File: config.mk
export PLATFORM = sky130hd
export DESIGN_NAME = seven_seg_scan_driver
export DESIGN_NICKNAME = d
export VERILOG_FILES = /design/src/rtl/seven_seg_scan_driver.sv
export SDC_FILE = /design/constraint.sdc
export NUM_CORES = 1
export LEC_CHECK = 0
export ABC_AREA = 1
export CAP_MARGIN = 15
export CORE_MARGIN = 8
export CORE_UTILIZATION = 57
export CTS_BUF_LIST = sky130_fd_sc_hd__clkbuf_8
export DETAILED_ROUTE_END_ITERATION = 8
export PLACE_DENSITY_LB_ADDON = 0.3
export REMOVE_ABC_BUFFERS = 1
export SLEW_MARGIN = 10
export SYNTH_ARGS = -nofsm -noshare
export SYNTH_HDL_FRONTEND = slang
export SYNTH_SLANG_ARGS = --single-unit
File: constraint.sdc
create_clock -name Clock -period 2.3 [get_ports Clock]
set_input_delay 0.23 -clock Clock [delete_from_list [all_inputs] [get_ports Clock]]
set_output_delay 0.23 -clock Clock [all_outputs]
set_load 0.005 [all_outputs]
File: src/rtl/seven_seg_scan_driver.sv
// Multiplexed common-anode 7-segment scan driver with per-digit
// blanking, blinking, leading-zero blanking and per-frame snapshots.
module seven_seg_scan_driver #(
    parameter int NUM_DIGITS       = 4,
    parameter int PRESCALE         = 50000,
    parameter int BLINK_DIV        = 64,
    parameter bit ANODE_ACTIVE_LOW = 1'b1
) (
    input  logic                    Clock,
    input  logic                    Reset,
    input  logic                    Enable,
    input  logic [4*NUM_DIGITS-1:0] Digits,
    input  logic [NUM_DIGITS-1:0]   BlankMask,
    input  logic [NUM_DIGITS-1:0]   BlinkMask,
    input  logic                    LeadZeroBlank,
    output logic [7:0]              Cathodes,
    output logic [NUM_DIGITS-1:0]   Anodes,
    output logic                    FrameStart
);

    localparam int PW = $clog2(PRESCALE);
    localparam int IW = (NUM_DIGITS > 1) ? $clog2(NUM_DIGITS) : 1;
    localparam int FW = (BLINK_DIV > 1) ? $clog2(BLINK_DIV) : 1;

    localparam logic [PW-1:0] PRE_LAST = PW'(PRESCALE - 1);
    localparam logic [IW-1:0] IDX_LAST = IW'(NUM_DIGITS - 1);
    localparam logic [FW-1:0] FRM_LAST = FW'(BLINK_DIV - 1);
    localparam logic [NUM_DIGITS-1:0] AN_OFF = {NUM_DIGITS{ANODE_ACTIVE_LOW}};

    // Code to active-low {a,b,c,d,e,f,g,dp}; 9..B show F., E., S.
    function automatic logic [7:0] seg_decode(input logic [3:0] c);
        logic [7:0] s;
        case (c)
            4'h0:    s = 8'h03;
            4'h1:    s = 8'h9F;
            4'h2:    s = 8'h25;
            4'h3:    s = 8'h0D;
            4'h4:    s = 8'h99;
            4'h5:    s = 8'h49;
            4'h6:    s = 8'h41;
            4'h7:    s = 8'h1F;
            4'h8:    s = 8'h01;
            4'h9:    s = 8'h70;
            4'hA:    s = 8'h60;
            4'hB:    s = 8'h48;
            default: s = 8'hFF;
        endcase
        return s;
    endfunction

    logic [PW-1:0]           pre_q, pre_d;
    logic [IW-1:0]           idx_q, idx_d;
    logic [FW-1:0]           fcnt_q, fcnt_d;
    logic                    phase_q, phase_d;
    logic                    ptick_q, ptick_d;
    logic                    fs_q, fs_d;
    logic [4*NUM_DIGITS-1:0] code_q, code_d;
    logic [NUM_DIGITS-1:0]   blank_q, blank_d;
    logic [NUM_DIGITS-1:0]   blink_q, blink_d;
    logic                    lzb_q, lzb_d;
    logic [7:0]              cath_q, cath_d;
    logic [NUM_DIGITS-1:0]   an_q, an_d;

    logic                    tick;
    logic                    lz_run;
    logic [NUM_DIGITS-1:0]   lz_vec;
    logic [3:0]              cur_code;
    logic                    cur_blank;
    logic                    cur_blink;
    logic                    cur_lz;
    logic [NUM_DIGITS-1:0]   an_sel;
    logic [7:0]              glyph;

    assign tick = Enable && (pre_q == PRE_LAST);

    // Glyph and anode pattern of the digit at the current scan index.
    always_comb begin
        lz_run    = 1'b1;
        lz_vec    = '0;
        cur_code  = 4'hF;
        cur_blank = 1'b0;
        cur_blink = 1'b0;
        cur_lz    = 1'b0;
        an_sel    = AN_OFF;
        for (int i = NUM_DIGITS - 1; i >= 0; i--) begin
            lz_run    = lz_run && (code_q[4*i +: 4] == 4'h0);
            lz_vec[i] = lz_run;
        end
        for (int i = 0; i < NUM_DIGITS; i++) begin
            if (idx_q == IW'(i)) begin
                cur_code  = code_q[4*i +: 4];
                cur_blank = blank_q[i];
                cur_blink = blink_q[i];
                cur_lz    = (i != 0) && lz_vec[i];
                an_sel[i] = ~ANODE_ACTIVE_LOW;
            end
        end
        if (cur_blank) begin
            glyph = 8'hFF;
        end else if (phase_q && cur_blink) begin
            glyph = 8'hFF;
        end else if (lzb_q && cur_lz) begin
            glyph = 8'hFF;
        end else begin
            glyph = seg_decode(cur_code);
        end
    end

    // Next-state: prescaler, scan index, snapshot, blink timing, outputs.
    always_comb begin
        pre_d   = pre_q;
        idx_d   = idx_q;
        fcnt_d  = fcnt_q;
        phase_d = phase_q;
        ptick_d = tick;
        fs_d    = 1'b0;
        code_d  = code_q;
        blank_d = blank_q;
        blink_d = blink_q;
        lzb_d   = lzb_q;
        cath_d  = cath_q;
        an_d    = an_q;

        if (Enable) begin
            pre_d = tick ? '0 : pre_q + PW'(1);
        end

        if (tick) begin
            idx_d = (idx_q == IDX_LAST) ? '0 : idx_q + IW'(1);
            an_d  = AN_OFF;
            if (idx_d == '0) begin
                code_d  = Digits;
                blank_d = BlankMask;
                blink_d = BlinkMask;
                lzb_d   = LeadZeroBlank;
                fs_d    = 1'b1;
            end
        end

        if (fs_q) begin
            if (fcnt_q == FRM_LAST) begin
                fcnt_d  = '0;
                phase_d = ~phase_q;
            end else begin
                fcnt_d = fcnt_q + FW'(1);
            end
        end

        if (!Enable) begin
            an_d   = AN_OFF;
            cath_d = 8'hFF;
        end else if (ptick_q) begin
            an_d   = an_sel;
            cath_d = glyph;
        end
    end

    // State registers with synchronous reset.
    always_ff @(posedge Clock) begin
        if (Reset) begin
            pre_q   <= '0;
            idx_q   <= IDX_LAST;
            fcnt_q  <= '0;
            phase_q <= 1'b0;
            ptick_q <= 1'b0;
            fs_q    <= 1'b0;
            code_q  <= {NUM_DIGITS{4'hF}};
            blank_q <= '0;
            blink_q <= '0;
            lzb_q   <= 1'b0;
            cath_q  <= 8'hFF;
            an_q    <= AN_OFF;
        end else begin
            pre_q   <= pre_d;
            idx_q   <= idx_d;
            fcnt_q  <= fcnt_d;
            phase_q <= phase_d;
            ptick_q <= ptick_d;
            fs_q    <= fs_d;
            code_q  <= code_d;
            blank_q <= blank_d;
            blink_q <= blink_d;
            lzb_q   <= lzb_d;
            cath_q  <= cath_d;
            an_q    <= an_d;
        end
    end

    assign Cathodes   = cath_q;
    assign Anodes     = an_q;
    assign FrameStart = fs_q;

endmodule

# After elaboration in Yosys (flattened, before gate mapping)
# Memories as Yosys holds them, arrays and structs flattened.
# Index checks and enable logic that the tools add are counted.
# word_totals
input_bits,28
latchBits,0
romBits,128
ramBits,0
ff_bits,64
wordCells,67
mem_count,1
# classes
n_mul,0
n_addsub,3
mux,28
n_shift,0
magnitude_cmp,0
n_reduce_logical,15
n_div,0
n_eq_ne,5
bitwise,3
# mem_list
memory,words,width,read_ports,rd_ports_with_merged_regs,wr,line,source
(no name shown),16,8,1,0,0,33,case (c)
# op_table
operator,n
4-bit 2-to-1 mux,6
8-bit 2-to-1 mux,3
"16-bit by 1-bit adder with 16-bit output, second input constant",1
"16-bit == test, second input constant",1
1-bit 2-to-1 mux,16
16-bit 2-to-1 mux,1
4-bit zero test,3
"6-bit by 1-bit adder with 6-bit output, second input constant",1
"6-bit == test, second input constant",1
6-bit 2-to-1 mux,1
1-bit logical AND,5
"2-bit == test, second input constant",2
2-bit zero test,2
2-bit AND reduction,2
2-bit OR reduction,2
1-bit NOT,3
"2-bit by 1-bit adder with 2-bit output, second input constant",1
"2-bit by 1-bit == test with 1-bit output, second input constant",1
2-bit 2-to-1 mux,1
2-bit nonzero test,1

# Depth between registers and ports, before layout
# Gate-level depths: netlist of the first run.
# depth
depth_word,10
mapped_depth,17
mapped_depth_nobuf,16

# Worst setup path after synthesis of the first run
# Ideal clock, no wire load.
# synth_timing
kind,register to register
from,register idx_q[0]
to,"register cath_q[4], in the netlist Cathodes[4]"
n_path_buf,1
required_time_ns,2.185
stages_incl_launch_ff,17
setup_slack_ns,0.312
t_arrival_ns,1.873
setup_time_ns,0.115
synth_period_minus_slack_ns,1.988
path_cell_list,dfxtp_1 > inv_1 > ha_1 > buf_4 > inv_1 > nor2_1 > nor2_1 > nand2_1 > nand2_1 > inv_1 > ha_1 > nand3_1 > nand2_1 > inv_1 > nand2_1 > nand2_1 > nand2_1
# synth_between
elab_chain_cells,9
word_cells_on_any_way,25
cone_classes,eq/ne: 3; mux: 18; reduce/logical: 3; memory: 1
# synth_rtl
element,line,source
start: declaration,52,"logic [IW-1:0] idx_q, idx_d;"
start signal: assignment,175,idx_q <= idx_d;
2-bit zero test,90,if (idx_q == IW'(i)) begin
4-bit 2-to-1 mux (4 in a row),90,
memory read 16 x 8 bit,-,
8-bit 2-to-1 mux,102,end else if (lzb_q && cur_lz) begin
8-bit 2-to-1 mux,100,end else if (phase_q && cur_blink) begin
8-bit 2-to-1 mux *,98,if (cur_blank) begin
end signal: assignment,184,cath_q <= cath_d;
end: declaration,61,"logic [7:0] cath_q, cath_d;"
# Every way passes the cells marked *; elsewhere a longest branch is shown, timed or not.
# A chain may end at the register's enable or synchronous reset.

# Worst setup path after layout of the first run
# Ends and elaborated chain as after synthesis.

==> results.json, run 1 <==
{
  "outcome": "completed",
  "crit_path_start": "idx_q[0]$_SDFFE_PP1P_",
  "tightest_slew_ps": 403.2,
  "initial_core_util": 0.5871,
  "p_sw_frac": 0.2049,
  "power.leakage_nw": 1.686,
  "synth_flop_cell": "dfxtp_1",
  "crit_chain": "inv_1, ha_2, inv_2, nor2_1, nor2_1, nand2_1, nand2_1, inv_1, ha_1, nand3_1, nand2_1, inv_1, nand2_1, nand2_1, nand2_1",
  "drc": 0,
  "pwr-share-clk": 0.505,
  "crit_path_top_delay_cell": "dfxtp_1",
  "crit_type": "flop to flop",
  "cts_buffer_depth": 2,
  "fin_crit_sh": 0.8893,
  "yosysSeqAreaShare": 0.3963,
  "ys_ff_latch": 64,
  "synth_cells": 435,
  "synth_top_area_share": 0.3963,
  "grt_first_pass_wirelength_um": 12870,
  "yosys_warnings": 0,
  "async_reset_ff_frac": 0,
  "p_int_mw": 1.940,
  "io_buffers": 40,
  "maxSlewViolCount": 0,
  "finClkSkew_ps": 7.832,
  "crit_fanout": 8,
  "end_kind": "flop",
  "syn_to_final_growth_pct": 22.68,
  "reg2reg_slack_ps": 250,
  "timing.rr.end": "Cathodes[4]$_SDFFE_PP1P_",
  "firstDrtPassIters": 4,
  "detailroute.via_count": 2942,
  "ant_nets": 0,
  "cts_tree": "yes",
  "max-slew-margin-rel": 0.7309,
  "grt.total_usage": 0.1867,
  "timing.critical_path.depth": 15,
  "synth.distinct_cells": 42,
  "p_comb_frac": 0.039,
  "die-area_um2": 8338,
  "holdPathStages": 3,
  "wire_per_inst_um": 13.66,
  "hold_class": "primary input to flop",
  "critical_path.max_stage_delay_ps": 390,
  "fill_cells": 435,
  "clkSinkCount": 64,
  "core_area_um2": 5507,
  "cts_htree_levels": 3,
  "fmax_ghz": 0.4889,
  "cts.clk_slew.worst_paths_ps": 70,
  "cp_top_family": "simple AND/OR/NAND/NOR gates",
  "r2r_cells": 15,
  "crit_required_ps": 2550,
  "cellPowerDensity_nw_per_um2": 615.1,
  "drt-total-wl_um": 7662,
  "insertion_delay_ps": 350,
  "dpl.hpwl_um": 5452,
  "worst_setup_path_start_kind": "flop",
  "cp.arrival_ps": 2290,
  "grt_antenna_before_repair": 0,
  "maxCapViolations": 0,
  "die_h_um": 91.32,
  "grt_overflow": 0,
  "timing.setup.tns_ps": 0,
  "reg2reg_from": "idx_q[0]$_SDFFE_PP1P_",
  "critPathBufInv": 4,
  "synth_edf_count": 0,
  "cts_buffers": 9,
  "grt_max_degree": 26,
  "utilization": 0.7203,
  "drt-vias-per-instance": 5.244,
  "gp_congestion": 0.8917,
  "crit_top_cell": "nand2_1",
  "p_switching_mw": 0.4998,
  "synthesis.area_um2": 3233,
  "crit_end": "Cathodes[4]$_SDFFE_PP1P_",
  "diodes": 0,
  "hold_viol_final": 0,
  "ys_top_cells_by_count": "nand2_1 (108), dfxtp_1 (64), inv_1 (47)",
  "cts-root-buf": "clkbuf_8",
  "fin_nets": 524,
  "period_needed_ps": 2045,
  "pwr-share-seq": 0.456,
  "yosys-top-cells-area": "dfxtp_1 (40%), nand2_1 (13%), inv_1 (5.5%)",
  "yosysMostFrequentCell": "nand2_1",
  "finalSetupViolCount": 0,
  "multi_input_area_um2": 1665,
  "core.rowCount": 27,
  "synth_largest_area_cell": "dfxtp_1",
  "grt_pass1_vias": 2876,
  "die_w_um": 91.32,
  "drive_above_1_share": 0.1391,
  "ir_drop_mv": 0.4465,
  "drtIter0Drc": 120,
  "rsz0062_at_grt": "false",
  "seq_area_um2": 1281,
  "io_pins": 41,
  "syn_avg_cell_area_um2": 7.432
}
-- registers in the layout, summed over array words and instances (netlist names) --
signal      count
blink_q         4
Cathodes        8
ptick_q         1
blank_q         4
pre_q          16
fcnt_q          6
lzb_q           1
phase_q         1
FrameStart      1
idx_q           2
code_q         16
Anodes          4
-- kinds of logic after synthesis --
logic type,after synthesis,share of synthesized area
DFF,64,0.3963
adders and majority gates,12,0.04644
AOI/OAI and AO/OA,77,0.1533
xor gates and xnor gates,2,0.005419
buffers and inverters,64,0.09017
and+or+nand+nor,216,0.3084
-- worst min-delay path by stage --
stage | start | endpoint | slack (ps)
floorplan | Reset | FrameStart$_SDFF_PP0_ | 300
global placement | Cathodes[1]$_SDFFE_PP1P_ | Cathodes[1]$_SDFFE_PP1P_ | 450
detailed placement | Cathodes[7]$_SDFFE_PP1P_ | Cathodes[7]$_SDFFE_PP1P_ | 460
CTS | Digits[0] | code_q[0]$_SDFFE_PP1P_ | 450
global route | Digits[8] | code_q[8]$_SDFFE_PP1P_ | 460
finish | Digits[8] | code_q[8]$_SDFFE_PP1P_ | 450
-- timing repair --
| action | 4_1_cts | 5_1_grt |
|---|---|---|
| hold buffers | 0 | 0 |
| endpoints found under the hold margin | 0 | 0 |
| setup endpoints to repair | 0 | 8 |
| buffers inserted | 0 | 2 |
| resized for setup | 0 | 3 |
-- layout make-up --
| cell class | count | share of cell area |
|---|---|---|
| Multi-Input combinational cell | 307 | 0.4199 |
| Sequential cell | 64 | 0.3230 |
| Timing Repair Buffer | 50 | 0.1199 |
| Inverter | 52 | 0.05047 |
| Clock buffer | 11 | 0.03817 |
| Clock inverter | 5 | 0.02587 |
| Tap cell | 72 | 0.02271 |
-- metrics by stage --
stage | worst slack [ps] | hold WS (ps) | cell area (um2) | power, mW | instances
detailed placement | 121.5 | 458.9 | 3692 | 1.231 | 543
floorplan | 349.8 | 302.4 | 3142 | 1.164 | 423
global placement | 213.5 | 450.2 | 3692 | 1.230 | 543
global route | 7.013 | 456.2 | 3966 | 2.503 | 561
finish | 254.6 | 448.6 | 3966 | 2.440 | 561
CTS | 117.5 | 445.9 | 3946 | 2.444 | 559
-- power by group through the flow --
stage                     Sequential, mW  Combinational (mW)  Clock, mW
after floorplan                     1.14              0.0264          0
after global placement              1.14              0.0913          0
final                               1.11              0.0947       1.23
after global routing                1.11               0.101       1.29
after detailed placement            1.14              0.0927          0
after CTS                           1.11              0.0938       1.24
-- layer usage --
layer,part of all wire,up-vias,GRT usage
met5,0,-,0
met4,0.017,0,0.08595
met3,0.041,13,0.04362
met2,0.49,49,0.3265
met1,0.46,1369,0.2100
li1,-,1511,-
-- worst register-to-register path, delay by kind of cell (launching register included) --
kind / cells / cell delay, ps
flip-flops: 1 / 390
buffers and inverters: 4 / 370
AND/OR/NAND/NOR: 9 / 610
adder cells (fa/ha/maj): 2 / 570
-- cells in the final DEF (no fill, tap or decap), drive strengths merged --
master | netlist | layout
a211oi | 5 | 5
a21boi | 1 | 1
a21oi | 35 | 35
a31oi | 1 | 1
buf | 10 | 10
bufinv | 0 | 3
clkbuf | 2 | 11
clkdlybuf4s50 | 0 | 40
clkinv | 2 | 3
clkinvlp | 0 | 1
dfxtp | 64 | 64
ha | 12 | 12
inv | 50 | 50
nand2 | 114 | 114
nand3 | 33 | 33
nand4 | 4 | 4
nor2 | 46 | 46
nor3 | 14 | 14
nor3b | 3 | 3
nor4 | 1 | 1
o21a | 2 | 2
o21ai | 26 | 26
o22ai | 5 | 5
o31ai | 1 | 1
o32ai | 1 | 1
or2 | 1 | 1
xor2 | 2 | 2
Power figures use the tool's default switching activity.
==> run 2, diff against run 1 <==
Settings changed: CORE_UTILIZATION 57 to 59, DONT_BUFFER_PORTS from default to 1, HOLD_SLACK_MARGIN from default to 0.05.
Clock period 2.3 ns to 1.8 ns, I/O delays scaled along.
==> results.json, run 2 (synthesized netlist as in run 1, its figures left out) <==
{
  "io_buffers": 0,
  "maxSlewViolCount": 0,
  "drtIter0Drc": 257,
  "power.leakage_nw": 1.766,
  "drive_above_1_share": 0.2700,
  "cts.clk_slew.worst_paths_ps": 70,
  "p_switching_mw": 0.6428,
  "critPathBufInv": 5,
  "tightest_slew_ps": 980.5,
  "cts_tree": "yes",
  "initial_core_util": 0.5981,
  "gp_congestion": 0.8535,
  "outcome": "finished, violations left",
  "rsz0062_at_grt": "true",
  "grt_pass1_vias": 3051,
  "maxCapViolations": 0,
  "drt-vias-per-instance": 5.691,
  "crit_fanout": 5,
  "dpl.hpwl_um": 5445,
  "die-area_um2": 8105,
  "core_area_um2": 5405,
  "final_cell_mix": "nand2_1 (98), dfxtp_1 (61), nor2_1 (39)",
  "die_w_um": 90.03,
  "worst_setup_path_start_kind": "flop",
  "violations": "setup timing",
  "fin_crit_sh": 1.019,
  "io_pins": 41,
  "cts-root-buf": "clkbuf_8",
  "finalSetupViolCount": 5,
  "p_sw_frac": 0.2139,
  "cp_top_family": "simple AND/OR/NAND/NOR gates",
  "crit_required_ps": 2030,
  "max-slew-margin-rel": 0.3463,
  "drt-total-wl_um": 9440,
  "grt_antenna_before_repair": 0,
  "insertion_delay_ps": 350,
  "timing.setup.tns_ps": -63.69,
  "core.rowCount": 27,
  "crit_top_cell": "nand2_1",
  "fmax_ghz": 0.5449,
  "ir_drop_mv": 0.7232,
  "fin_ws_ps": -35.05,
  "end_kind": "flop",
  "grt_overflow": 0,
  "dp_slack_ps": -146.3,
  "hold_class": "primary input to flop",
  "grt_max_degree": 26,
  "cp.arrival_ps": 2070,
  "drc": 0,
  "diodes": 0,
  "clkSinkCount": 64,
  "crit_type": "flop to flop",
  "crit_chain": "inv_4, ha_4, inv_4, buf_12, nand2_1, nand3_1, nand2_1, nand2_1, nand2_2, inv_2, nand2_4, buf_4, o21ai_2, nand2_1",
  "fin_nets": 535,
  "final_common_cell": "nand2_1",
  "utilization": 0.7887,
  "grt.total_usage": 0.2058,
  "pwr-share-clk": 0.492,
  "firstDrtPassIters": 5,
  "detailroute.via_count": 3255,
  "finClkSkew_ps": 8.895,
  "period_needed_ps": 1835,
  "syn_to_final_growth_pct": 31.85,
  "whs_ps": 53.53,
  "pwr-share-seq": 0.472,
  "die_h_um": 90.03,
  "cellPowerDensity_nw_per_um2": 705.0,
  "p_int_mw": 2.362,
  "crit_path_top_delay_cell": "dfxtp_4",
  "wire_per_inst_um": 16.50,
  "p_comb_frac": 0.036,
  "finalPower_mw": 3.005,
  "grt_first_pass_wirelength_um": 13940,
  "cts_buffer_depth": 2,
  "ant_nets": 0,
  "cts_buffers": 9,
  "hold_viol_final": 0,
  "cts_htree_levels": 3,
  "critical_path.max_stage_delay_ps": 390
}
[run 2: changes by cell type in the layout (fill, tap and decap cells not counted), moves of 7 or more]
cell             previous run  this run
buf_4                      10        27
nand2_2                     5        12
dlygate4sd3_1               0        27
clkdlybuf4s50_1            40         0
nand2_1                   108        98
inv_1                      46        38
ha_1                       10         3
[run 2: per-stage QoR]
| stage | cell area (um2) | std cells |
|---|---|---|
| floorplan | 3142 | 423 |
| global placement | 3447 | 522 |
| detailed placement | 3447 | 522 |
| CTS | 4039 | 566 |
| global route | 4263 | 572 |
| finish | 4263 | 572 |
[run 2: worst reg2reg max path: stages, from the launching register on]
cell and delay (ps):
dfxtp_4 390, inv_4 60, ha_4 180, inv_4 80, buf_12 120, nand2_1 70, nand3_1 90, nand2_1 70
nand2_1 90, nand2_2 80, inv_2 80, nand2_4 70, buf_4 140, o21ai_2 130, nand2_1 80
[run 2: power by group through the flow]
stage	clock network (mW)	registers, mW	logic, mW
finish	1.48	1.42	0.108
detailed placement	0	1.45	0.0446
global route	1.52	1.42	0.115
CTS	1.47	1.42	0.103
global placement	0	1.45	0.0445
floorplan	0	1.45	0.0338
[run 2: layer usage]
metal | track usage | vias to the layer above | part of all wire | wire length, um
li1 | - | 1543 | - | -
met1 | 0.2200 | 1530 | 0.40 | 3746
met2 | 0.3663 | 140 | 0.50 | 4705
met3 | 0.04239 | 42 | 0.061 | 580
met4 | 0.1207 | 0 | 0.043 | 408
met5 | 0 | - | 0 | 0
[run 2: cell type report]
type	instances	area [um2]
flip-flops and latches	64	1290
clock buffers	12	165.2
multi-input cells	307	1868
fillers	319	1142
clock inverters	4	75.07
well taps	72	90.09
repair buffers	61	561.8
inverters	52	212.7
[run 2: worst paths after layout]
path | cells past startpoint | endpoint | start | slack [ps]
min reg2reg | 1 | pre_q[0]$_SDFFE_PP0P_ | pre_q[0]$_SDFFE_PP0P_ | 470
max | 14 | Cathodes[0]$_SDFFE_PP1P_ | idx_q[1]$_SDFFE_PP1P_ | -40
max reg2reg | 14 | Cathodes[0]$_SDFFE_PP1P_ | idx_q[1]$_SDFFE_PP1P_ | -40
min | 3 | pre_q[0]$_SDFFE_PP0P_ | Reset | 50
[run 2: what timing repair did]
| action | 4_1_cts | 5_1_grt |
|---|---|---|
| endpoints found under the setup margin | 8 | 27 |
| pin swaps | 1 | 22 |
| setup buffers | 0 | 6 |
| hold buffers | 28 | 0 |
| hold endpoints to repair | 42 | 0 |
| resized for setup | 23 | 50 |
